File: config.mk
export PLATFORM = sky130hd
export DESIGN_NAME = pixel_fetch_flat
export DESIGN_NICKNAME = d
export VERILOG_FILES = /design/src/rtl/pixel_fetch_if.sv /design/src/rtl/pixel_fetch.sv /design/src/flat_wrapper.sv
export SDC_FILE = /design/constraint.sdc
export NUM_CORES = 1
export LEC_CHECK = 0
export CORE_MARGIN = 8
export CORE_UTILIZATION = 59
export CTS_CLUSTER_DIAMETER = 30
export CTS_CLUSTER_SIZE = 20
export DETAILED_ROUTE_END_ITERATION = 8
export PLACE_DENSITY = 0.79
export SYNTH_ARGS = -nofsm -noshare
export SYNTH_HDL_FRONTEND = slang
export SYNTH_SLANG_ARGS = --single-unit
File: constraint.sdc
create_clock -name pixel_clk -period 4.7 [get_ports pixel_clk]
set_clock_uncertainty 0.15 [all_clocks]
set_input_delay 0.47 -clock pixel_clk [delete_from_list [all_inputs] [get_ports pixel_clk]]
set_output_delay 0.47 -clock pixel_clk [all_outputs]
set_load 0.01 [all_outputs]
File: src/rtl/pixel_fetch_if.sv
`default_nettype none
// ============================================================================
//  Module  : pixel_fetch_if
//  Brief   : Display-side pixel stream and framebuffer read bus used by
//            pixel_fetch. The slave modport is the fetcher's view and the
//            master modport is the view of whoever drives it (display
//            stage plus memory).
//  Rev     : 1.0  initial release
// ============================================================================
interface pixel_fetch_if;
  // display stage side
  logic        frame_start;
  logic        pix_rd;
  logic [23:0] pix_rgb;
  logic        pix_valid;
  logic        underflow;
  // framebuffer read side
  logic        mem_req;
  logic [31:0] mem_addr;
  logic        mem_ack;
  logic [31:0] mem_rdata;

  modport slave (
    input  frame_start,
    input  pix_rd,
    output pix_rgb,
    output pix_valid,
    output underflow,
    output mem_req,
    output mem_addr,
    input  mem_ack,
    input  mem_rdata
  );

  modport master (
    output frame_start,
    output pix_rd,
    input  pix_rgb,
    input  pix_valid,
    input  underflow,
    input  mem_req,
    input  mem_addr,
    output mem_ack,
    output mem_rdata
  );
endinterface
`default_nettype wire

File: src/rtl/pixel_fetch.sv
`default_nettype none
// ============================================================================
//  Module  : pixel_fetch
//  Brief   : Framebuffer pixel fetcher. Reads one 32-bit word per pixel
//            from BASE_ADDR upward, keeps a small first-word-fall-through
//            FIFO topped up for the display stage and restarts on every
//            frame_start. One read request is outstanding at most.
//  Config  : define PIXEL_FETCH_UNDERFLOW_CNT_EN to add the 16-bit
//            saturating underflow_cnt output.
//  Rev     : 1.0  initial release
// ============================================================================
module pixel_fetch #(
  parameter int          HDISP      = 800,
  parameter int          VDISP      = 480,
  parameter int          FIFO_DEPTH = 16,     // power of two, >= 2
  parameter logic [31:0] BASE_ADDR  = 32'h0
) (
  input  logic         pixel_clk,
  input  logic         pixel_rst_n,
  pixel_fetch_if.slave bus
`ifdef PIXEL_FETCH_UNDERFLOW_CNT_EN
  ,
  output logic [15:0]  underflow_cnt
`endif
);

  localparam int c_TOTAL = HDISP * VDISP;
  localparam int c_NW    = (c_TOTAL > 1) ? $clog2(c_TOTAL) : 1;
  localparam int c_PW    = (FIFO_DEPTH > 1) ? $clog2(FIFO_DEPTH) : 1;
  localparam int c_CW    = c_PW + 1;

  localparam logic [c_NW-1:0] c_LAST = c_NW'(c_TOTAL - 1);
  localparam logic [c_CW-1:0] c_FULL = c_CW'(FIFO_DEPTH);

  typedef enum logic [1:0] {
    IDLE  = 2'd0,
    REQ   = 2'd1,
    DRAIN = 2'd2,
    DONE  = 2'd3
  } state_t;

  state_t          r_state;
  state_t          w_state_nxt;

  logic [c_NW-1:0] r_n;
  logic [c_PW-1:0] r_wr_ptr;
  logic [c_PW-1:0] r_rd_ptr;
  logic [c_CW-1:0] r_cnt;
  logic [23:0]     r_mem [0:FIFO_DEPTH-1];
  logic            r_underflow;

  logic            w_empty;
  logic            w_full;
  logic            w_pop;
  logic            w_push;
  logic            w_flush;
  logic            w_n_clr;
  logic            w_n_inc;
  logic            w_mem_req;
  logic            w_empty_rd;
  logic [31:0]     w_addr;
  logic            w_unused_rdata_hi;

  // The top byte of each framebuffer word carries no pixel data.
  assign w_unused_rdata_hi = ^bus.mem_rdata[31:24];

  assign w_empty    = (r_cnt == '0);
  assign w_full     = (r_cnt == c_FULL);
  assign w_empty_rd = bus.pix_rd & w_empty;
  // A flush wins over a pop in the same cycle.
  assign w_pop      = bus.pix_rd & ~w_empty & ~w_flush;

  // Address follows the pixel index; n only moves on ack or restart, so the
  // address is stable for the whole life of a request.
  assign w_addr = BASE_ADDR + (32'(r_n) << 2);

  // State register.
  always_ff @(posedge pixel_clk) begin
    if (!pixel_rst_n) begin
      r_state <= IDLE;
    end else begin
      r_state <= w_state_nxt;
    end
  end

  // Next-state, request and FIFO control decode.
  always_comb begin
    w_state_nxt = r_state;
    w_flush     = 1'b0;
    w_push      = 1'b0;
    w_n_clr     = 1'b0;
    w_n_inc     = 1'b0;
    w_mem_req   = 1'b0;
    case (r_state)
      IDLE: begin
        if (bus.frame_start) begin
          w_flush     = 1'b1;
          w_n_clr     = 1'b1;
          w_state_nxt = REQ;
        end
      end
      REQ: begin
        // With one read in flight and pushes only on its ack, the FIFO
        // cannot fill while a request is up, so mem_req holds until ack.
        w_mem_req = ~w_full;
        if (bus.frame_start) begin
          w_flush = 1'b1;
          if (w_mem_req && !bus.mem_ack) begin
            // Outstanding read must complete before the new frame starts.
            w_state_nxt = DRAIN;
          end else begin
            w_n_clr = 1'b1;
          end
        end else if (w_mem_req && bus.mem_ack) begin
          w_push  = 1'b1;
          w_n_inc = 1'b1;
          if (r_n == c_LAST) begin
            w_state_nxt = DONE;
          end
        end
      end
      DRAIN: begin
        // Keep the stale request up; its data is thrown away.
        w_mem_req = 1'b1;
        if (bus.frame_start) begin
          w_flush = 1'b1;
        end
        if (bus.mem_ack) begin
          w_n_clr     = 1'b1;
          w_state_nxt = REQ;
        end
      end
      DONE: begin
        if (bus.frame_start) begin
          w_flush     = 1'b1;
          w_n_clr     = 1'b1;
          w_state_nxt = REQ;
        end
      end
      default: begin
        w_state_nxt = IDLE;
      end
    endcase
  end

  // Pixel index within the frame.
  always_ff @(posedge pixel_clk) begin
    if (!pixel_rst_n) begin
      r_n <= '0;
    end else if (w_n_clr) begin
      r_n <= '0;
    end else if (w_n_inc) begin
      r_n <= r_n + c_NW'(1);
    end
  end

  // FIFO pointers and occupancy; flush overrides push and pop.
  always_ff @(posedge pixel_clk) begin
    if (!pixel_rst_n) begin
      r_wr_ptr <= '0;
      r_rd_ptr <= '0;
      r_cnt    <= '0;
    end else if (w_flush) begin
      r_wr_ptr <= '0;
      r_rd_ptr <= '0;
      r_cnt    <= '0;
    end else begin
      if (w_push) begin
        r_wr_ptr <= r_wr_ptr + c_PW'(1);
      end
      if (w_pop) begin
        r_rd_ptr <= r_rd_ptr + c_PW'(1);
      end
      case ({w_push, w_pop})
        2'b10:   r_cnt <= r_cnt + c_CW'(1);
        2'b01:   r_cnt <= r_cnt - c_CW'(1);
        default: r_cnt <= r_cnt;
      endcase
    end
  end

  // FIFO storage; contents are qualified by r_cnt so no reset is needed.
  always_ff @(posedge pixel_clk) begin
    if (w_push) begin
      r_mem[r_wr_ptr] <= bus.mem_rdata[23:0];
    end
  end

  // Sticky underflow flag, cleared only by reset.
  always_ff @(posedge pixel_clk) begin
    if (!pixel_rst_n) begin
      r_underflow <= 1'b0;
    end else if (w_empty_rd) begin
      r_underflow <= 1'b1;
    end
  end

`ifdef PIXEL_FETCH_UNDERFLOW_CNT_EN
  logic [15:0] r_underflow_cnt;

  // Saturating count of reads attempted while the FIFO was empty.
  always_ff @(posedge pixel_clk) begin
    if (!pixel_rst_n) begin
      r_underflow_cnt <= '0;
    end else if (w_empty_rd && (r_underflow_cnt != 16'hFFFF)) begin
      r_underflow_cnt <= r_underflow_cnt + 16'd1;
    end
  end

  assign underflow_cnt = r_underflow_cnt;
`endif

  assign bus.pix_valid = ~w_empty;
  assign bus.pix_rgb   = w_empty ? 24'h0 : r_mem[r_rd_ptr];
  assign bus.underflow = r_underflow;
  assign bus.mem_req   = w_mem_req;
  assign bus.mem_addr  = w_addr;

endmodule
`default_nettype wire

File: src/flat_wrapper.sv
// flat-port wrapper written by rule: the top's interface ports become plain ports
module pixel_fetch_flat 
#(
  parameter int          HDISP      = 800,
  parameter int          VDISP      = 480,
  parameter int          FIFO_DEPTH = 16,                          
  parameter logic [31:0] BASE_ADDR  = 32'h0
)
  (pixel_clk, pixel_rst_n, bus_frame_start, bus_pix_rd, bus_pix_rgb, bus_pix_valid, bus_underflow, bus_mem_req, bus_mem_addr, bus_mem_ack, bus_mem_rdata);
  pixel_fetch_if bus_i ();
  input  logic pixel_clk;
  input  logic pixel_rst_n;
  input wire logic [$bits(bus_i.frame_start)-1:0] bus_frame_start;
  input wire logic [$bits(bus_i.pix_rd)-1:0] bus_pix_rd;
  output wire logic [$bits(bus_i.pix_rgb)-1:0] bus_pix_rgb;
  output wire logic [$bits(bus_i.pix_valid)-1:0] bus_pix_valid;
  output wire logic [$bits(bus_i.underflow)-1:0] bus_underflow;
  output wire logic [$bits(bus_i.mem_req)-1:0] bus_mem_req;
  output wire logic [$bits(bus_i.mem_addr)-1:0] bus_mem_addr;
  input wire logic [$bits(bus_i.mem_ack)-1:0] bus_mem_ack;
  input wire logic [$bits(bus_i.mem_rdata)-1:0] bus_mem_rdata;
  assign bus_i.frame_start = bus_frame_start;
  assign bus_i.pix_rd = bus_pix_rd;
  assign bus_pix_rgb = bus_i.pix_rgb;
  assign bus_pix_valid = bus_i.pix_valid;
  assign bus_underflow = bus_i.underflow;
  assign bus_mem_req = bus_i.mem_req;
  assign bus_mem_addr = bus_i.mem_addr;
  assign bus_i.mem_ack = bus_mem_ack;
  assign bus_i.mem_rdata = bus_mem_rdata;
  pixel_fetch #(.HDISP(HDISP), .VDISP(VDISP), .FIFO_DEPTH(FIFO_DEPTH), .BASE_ADDR(BASE_ADDR)) u_core (.pixel_clk(pixel_clk), .pixel_rst_n(pixel_rst_n), .bus(bus_i));
endmodule
* Yosys cells after proc, flatten, opt, wreduce, memory -nomap -nowiden *
Memories as Yosys holds them, arrays and structs flattened. A register that Yosys moved wholly into a read port is not among the register bits.
Cells that the tools add are included.

operators by class
  mux-type cells = 23
  equality and inequality tests = 12
  bitwise operators = 7
  add/sub/neg operators = 5
  reduce and logical (&&, ||, !) cells = 11

operators by type and width
  kind                                                                   number
  24-bit 2-to-1 mux                                                      1
  19-bit by 1-bit adder with 19-bit output, second input constant        1
  19-bit equality test, second input constant                            1
  2-bit 2-to-1 mux                                                       6
  1-bit 2-to-1 mux                                                       10
  5-bit case mux with 2 select lines                                     1
  3-bit by 2-bit != test with 1-bit output, second input constant        3
  4-bit by 1-bit adder with 4-bit output, second input constant          2
  4-bit 2-to-1 mux                                                       2
  2-bit equality test, second input constant                             3
  2-bit case mux with 3 select lines                                     1
  2-bit OR reduction                                                     3
  5-bit by 1-bit adder with 5-bit output, second input constant          1
  5-bit equality test, second input constant                             1
  5-bit zero test                                                        1
  5-bit AND reduction                                                    1
  5-bit by 1-bit subtractor with 5-bit output, second input constant     1
  2-bit by 1-bit equality test with 1-bit output, second input constant  2
  1-bit inverter                                                         4
  4-bit OR reduction                                                     1
  1-bit AND                                                              3
  1-bit case mux with 3 select lines                                     1
  1-bit logical AND                                                      2
  2-bit zero test                                                        1
  other kinds (5)                                                        5

word-level totals
  register bits = 35
  input port bits = 37
  memories kept = 1
  output and inout bits = 59
  RAM bits = 384

memories
  name          depth  bits a word  read ports  clocked after memory_dff  write ports  RTL line           source
  u_core.r_mem  16     24           1           1                         1            pixel_fetch.sv:49  logic [23:0] r_mem [0:FIFO_DEPTH-1];

* Depth between registers and ports, before layout *
  depth after elaboration = 8
  mapped depth = 15
  depth with buffers taken out = 13

* Worst setup path after synthesis *
OpenSTA, ideal clock, no wires.

  path kind = reg2reg
  from = register u_core.r_state[1]
  to = memory u_core.r_mem[0][0] (enable)
  arrival time = 3.098 ns
  period minus slack after synthesis = 3.683 ns
  setup slack = 1.017 ns
  required time = 4.115 ns
  setup time = 0.435 ns
  buffers on the path = 1
  cell stages (with the launch flop) = 8
  cells stage by stage = dfxtp_1 > inv_1 > ha_1 > nand2_1 > a211oi_4 > clkbuf_1 > nand2_1 > nor3_1

on the way
  word-level cells in the longest chain between the ends = 4

RTL lines
  element                                         RTL line            source
  from (decl)                                     pixel_fetch.sv:42   state_t r_state;
  from (signal assigned)                          pixel_fetch.sv:82   r_state <= w_state_nxt;
  2-bit by 1-bit equality test with 1-bit output  pixel_fetch.sv:94   case (r_state)
  1-bit 2-to-1 mux                                pixel_fetch.sv:94
  1-bit 2-to-1 mux                                pixel_fetch.sv:184  if (w_push) begin
  1-bit 2-to-1 mux (implied by the code)          pixel_fetch.sv:185  r_mem[r_wr_ptr] <= bus.mem_rdata[23:0];
  to (decl)                                       pixel_fetch.sv:49

No other way between the ends.

==> metrics.cfg <==
[status]
status = completed

[sta]
rsz0062_at_grt = no
setup_tns_ps = 0
fmax_ghz = 0.250
min_period_over_period_pct = 85.3
drv_slew = 0
period_minus_slack_ps = 4010
setup_violations = 0
worst_pin_slew_ps = 1080
slew-limit-headroom_pct = 27.9
hold_viol = 0

[yosys]
synth_top_cell_area_share_pct = 69.3
synthAdderAreaFrac_pct = 0.903
synth_area_leader_cell = edfxtp_1
yosys_warnings = 0
synth_flop_cell = edfxtp_1
synth_compound_gate_area_share_pct = 1.23
synth_xor_area_share_pct = 1.42
ys_top_cells_by_area = edfxtp_1 (69%), mux4_2 (16%), dfxtp_1 (4.7%)
yosys.area_share.simple_pct = 4.24
synth_edf_count = 384
netlist_area_um2 = 16600
synth_cells = 819
yosysUniqueCellTypes = 44
avgSynthCellArea_um2 = 20.3
ys_seq_area_share_pct = 74.0
async_flop_share_pct = 0
ys_ff_latch = 423
synth_top_family_by_area = multiplexers
synth_mux_area_share_pct = 16.4

[floorplan]
ios = 96
rows = 61
start_util_pct = 59.9
die_w_um = 184
fp.dieH_um = 184
die-area_um2 = 33800
core_area_um2 = 27800

[worst_setup_path]
cp-end-kind = output pin
critPathKind = flip-flop to output pin
worstPathMaxFanout = 45
worstSetupStartpointType = flip-flop
worstPathRequired_ps = 4080
cp.arrival_ps = 3390

[layout]
fillers = 1523
area_delta_synth_final_pct = 23.6
multi_input_area_um2 = 4150
num_antenna_cells = 0
seq_area_um2 = 12300
fin_nets = 1006
postLayoutCoreUtil_pct = 74.0
fin_area_um2 = 20500
drive_gt1_share_pct = 28.8

[placement]
placed_cell_area_um2 = 18000
dp_hpwl_mm = 19.1
routabilityCongestion = 0.716
port_buffers = 74

[global_routing]
grt_max_degree = 46
antenna_found_initial = 0
grt_pass1_vias = 9296
grt_pass1_wl_mm = 59.4
grtUsageTotal_pct = 24.2
grt-ovfl-total = 0

[pwr]
intPower_uw = 7800
switching_share_pct = 21.1
p_seq_share_pct = 41.9
vdd_drop_max_v = 0.000322
combPwrFrac_pct = 2.5
clockPowerShare_pct = 55.6
p_leak_uw = 0.00653
power_switching_uw = 2080
power.density_nw_per_um2 = 481

[clocking]
clk-insertion-delay-late_ps = 570
clkTransAtPathRegs_ps = 50
root_buffer = clkbuf_16
post_cts_buffers = 0
ctsResizeCount = 0
clock_path_buffers = 3
cts_tree = built
ctsHoldBuffers = 0
cts_buffers = 74
cts_sinks = 423
htree_levels = 3

[route]
drt_iter0_drc = 773
avgViaCountPerCell = 6.30
ant_nets = 0
wl_per_cell_um = 28.5
dr.pass1.iters = 5
remaining_drc_errors = 0
routed_wl_mm = 39.7
via_count = 8781

[run]
maxCapViolations = 0

[min_path]
min_path_type = flip-flop to flip-flop

## logic make-up after synthesis
kind of cell             count (synthesis)
other                                    1
flip-flops                             423
multiplexers                           122
XOR/XNOR                                27
AO/OA/AOI/OAI                           30
AND/OR/NAND/NOR                        141
adder cells (fa/ha/maj)                 12
buffers and inverters                   63
## cell type report
class	count	area share (%)
clock buffer	80	9.43
timing repair buffer	103	4.85
sequential	423	60.0
inverter	10	0.183
tap	378	2.30
clock inverter	55	3.05
multi-input combinational	345	20.2
## per-layer routing
layer | global-route usage, % | wire length [µm] | part of all wire [%] | up-vias
met5 | 0 | 0 | 0 | -
met4 | 11.7 | 1540 | 3.9 | 0
met3 | 5.42 | 2890 | 7.3 | 111
met2 | 40.5 | 20400 | 51 | 492
met1 | 29.6 | 14900 | 38 | 4562
li1 | - | - | - | 3616
## through the flow
| step | std cells | setup slack (ps) | total power, µW | hold WS [ps] |
|---|---|---|---|---|
| 3_3_place_gp | 1259 | 980 | 4440 | 326 |
| 2_1_floorplan | 831 | 1020 | 4340 | 305 |
| 4_1_cts | 1394 | 621 | 9930 | 339 |
| 3_5_place_dp | 1259 | 964 | 4450 | 330 |
| 6_report | 1394 | 693 | 9880 | 339 |
| 5_1_grt | 1394 | 581 | 10100 | 355 |
## state kept, by name (all words and copies together), names as in the netlist, named ones only
signal / flops
u_core.bus.underflow: 1
u_core.r_cnt: 5
u_core.r_mem: 384
u_core.r_n: 19
u_core.r_rd_ptr: 4
u_core.r_state: 2
u_core.r_wr_ptr: 4
## power groups by stage
stage | combinational, µW | clock (µW) | sequential (µW)
2_1_floorplan | 130 | 0 | 4210
4_1_cts | 250 | 5550 | 4140
5_1_grt | 269 | 5720 | 4140
3_3_place_gp | 236 | 0 | 4210
3_5_place_dp | 243 | 0 | 4210
6_report | 250 | 5500 | 4140
## cells in the final DEF, fill, tap and decap left out, types with 10 or more instances in the layout
master	n
a21oi_1	12
and2_1	25
buf_4	26
bufinv_16	10
clkbuf_16	77
clkdlybuf4s50_1	74
clkinv_1	10
conb_1	13
dfxtp_1	36
edfxtp_1	384
ha_1	12
inv_6	10
mux4_2	120
nand2_1	28
nor2_1	28
xnor2_1	14
xor2_1	13
## cells in the mapped netlist, types with 2 or more instances
cell        n
a21o_1      2
a21oi_1    12
a22oi_1     2
and2_1     25
and4_1      2
buf_2       7
buf_4      13
clkbuf_1   32
dfxtp_1    39
edfxtp_1  384
ha_1       12
inv_1       9
mux2i_1     2
mux4_2    120
nand2_1    28
nand2b_1    5
nand3_1     5
nand4_1     8
nor2_1     40
nor2b_1     2
nor3_1     12
nor4_1      5
o21ai_0     3
or3_1       5
xnor2_1    14
xor2_1     13
## path summary, 6_finish.rpt
path,from,endpoint,slack (ps),depth (start not counted)
min,u_core.r_state[1]$_SDFFE_PN0P_,u_core.r_state[1]$_SDFFE_PN0P_,340,2
max reg2reg,u_core.r_cnt[0]$_SDFFE_PP0P_,u_core.r_cnt[4]$_SDFFE_PP0P_,1310,12
min reg2reg,u_core.r_state[1]$_SDFFE_PN0P_,u_core.r_state[1]$_SDFFE_PN0P_,340,2
max,flip-flop,bus_pix_rgb[22],690,5
## critical path, cell delays in order (launching register included)
cell and delay [ps]:
dfxtp_4 800, buf_4 420, mux4_2 380, mux4_2 520, and2_1 190, clkdlybuf4s50_1 480
(Power assumes the default switching activity.)
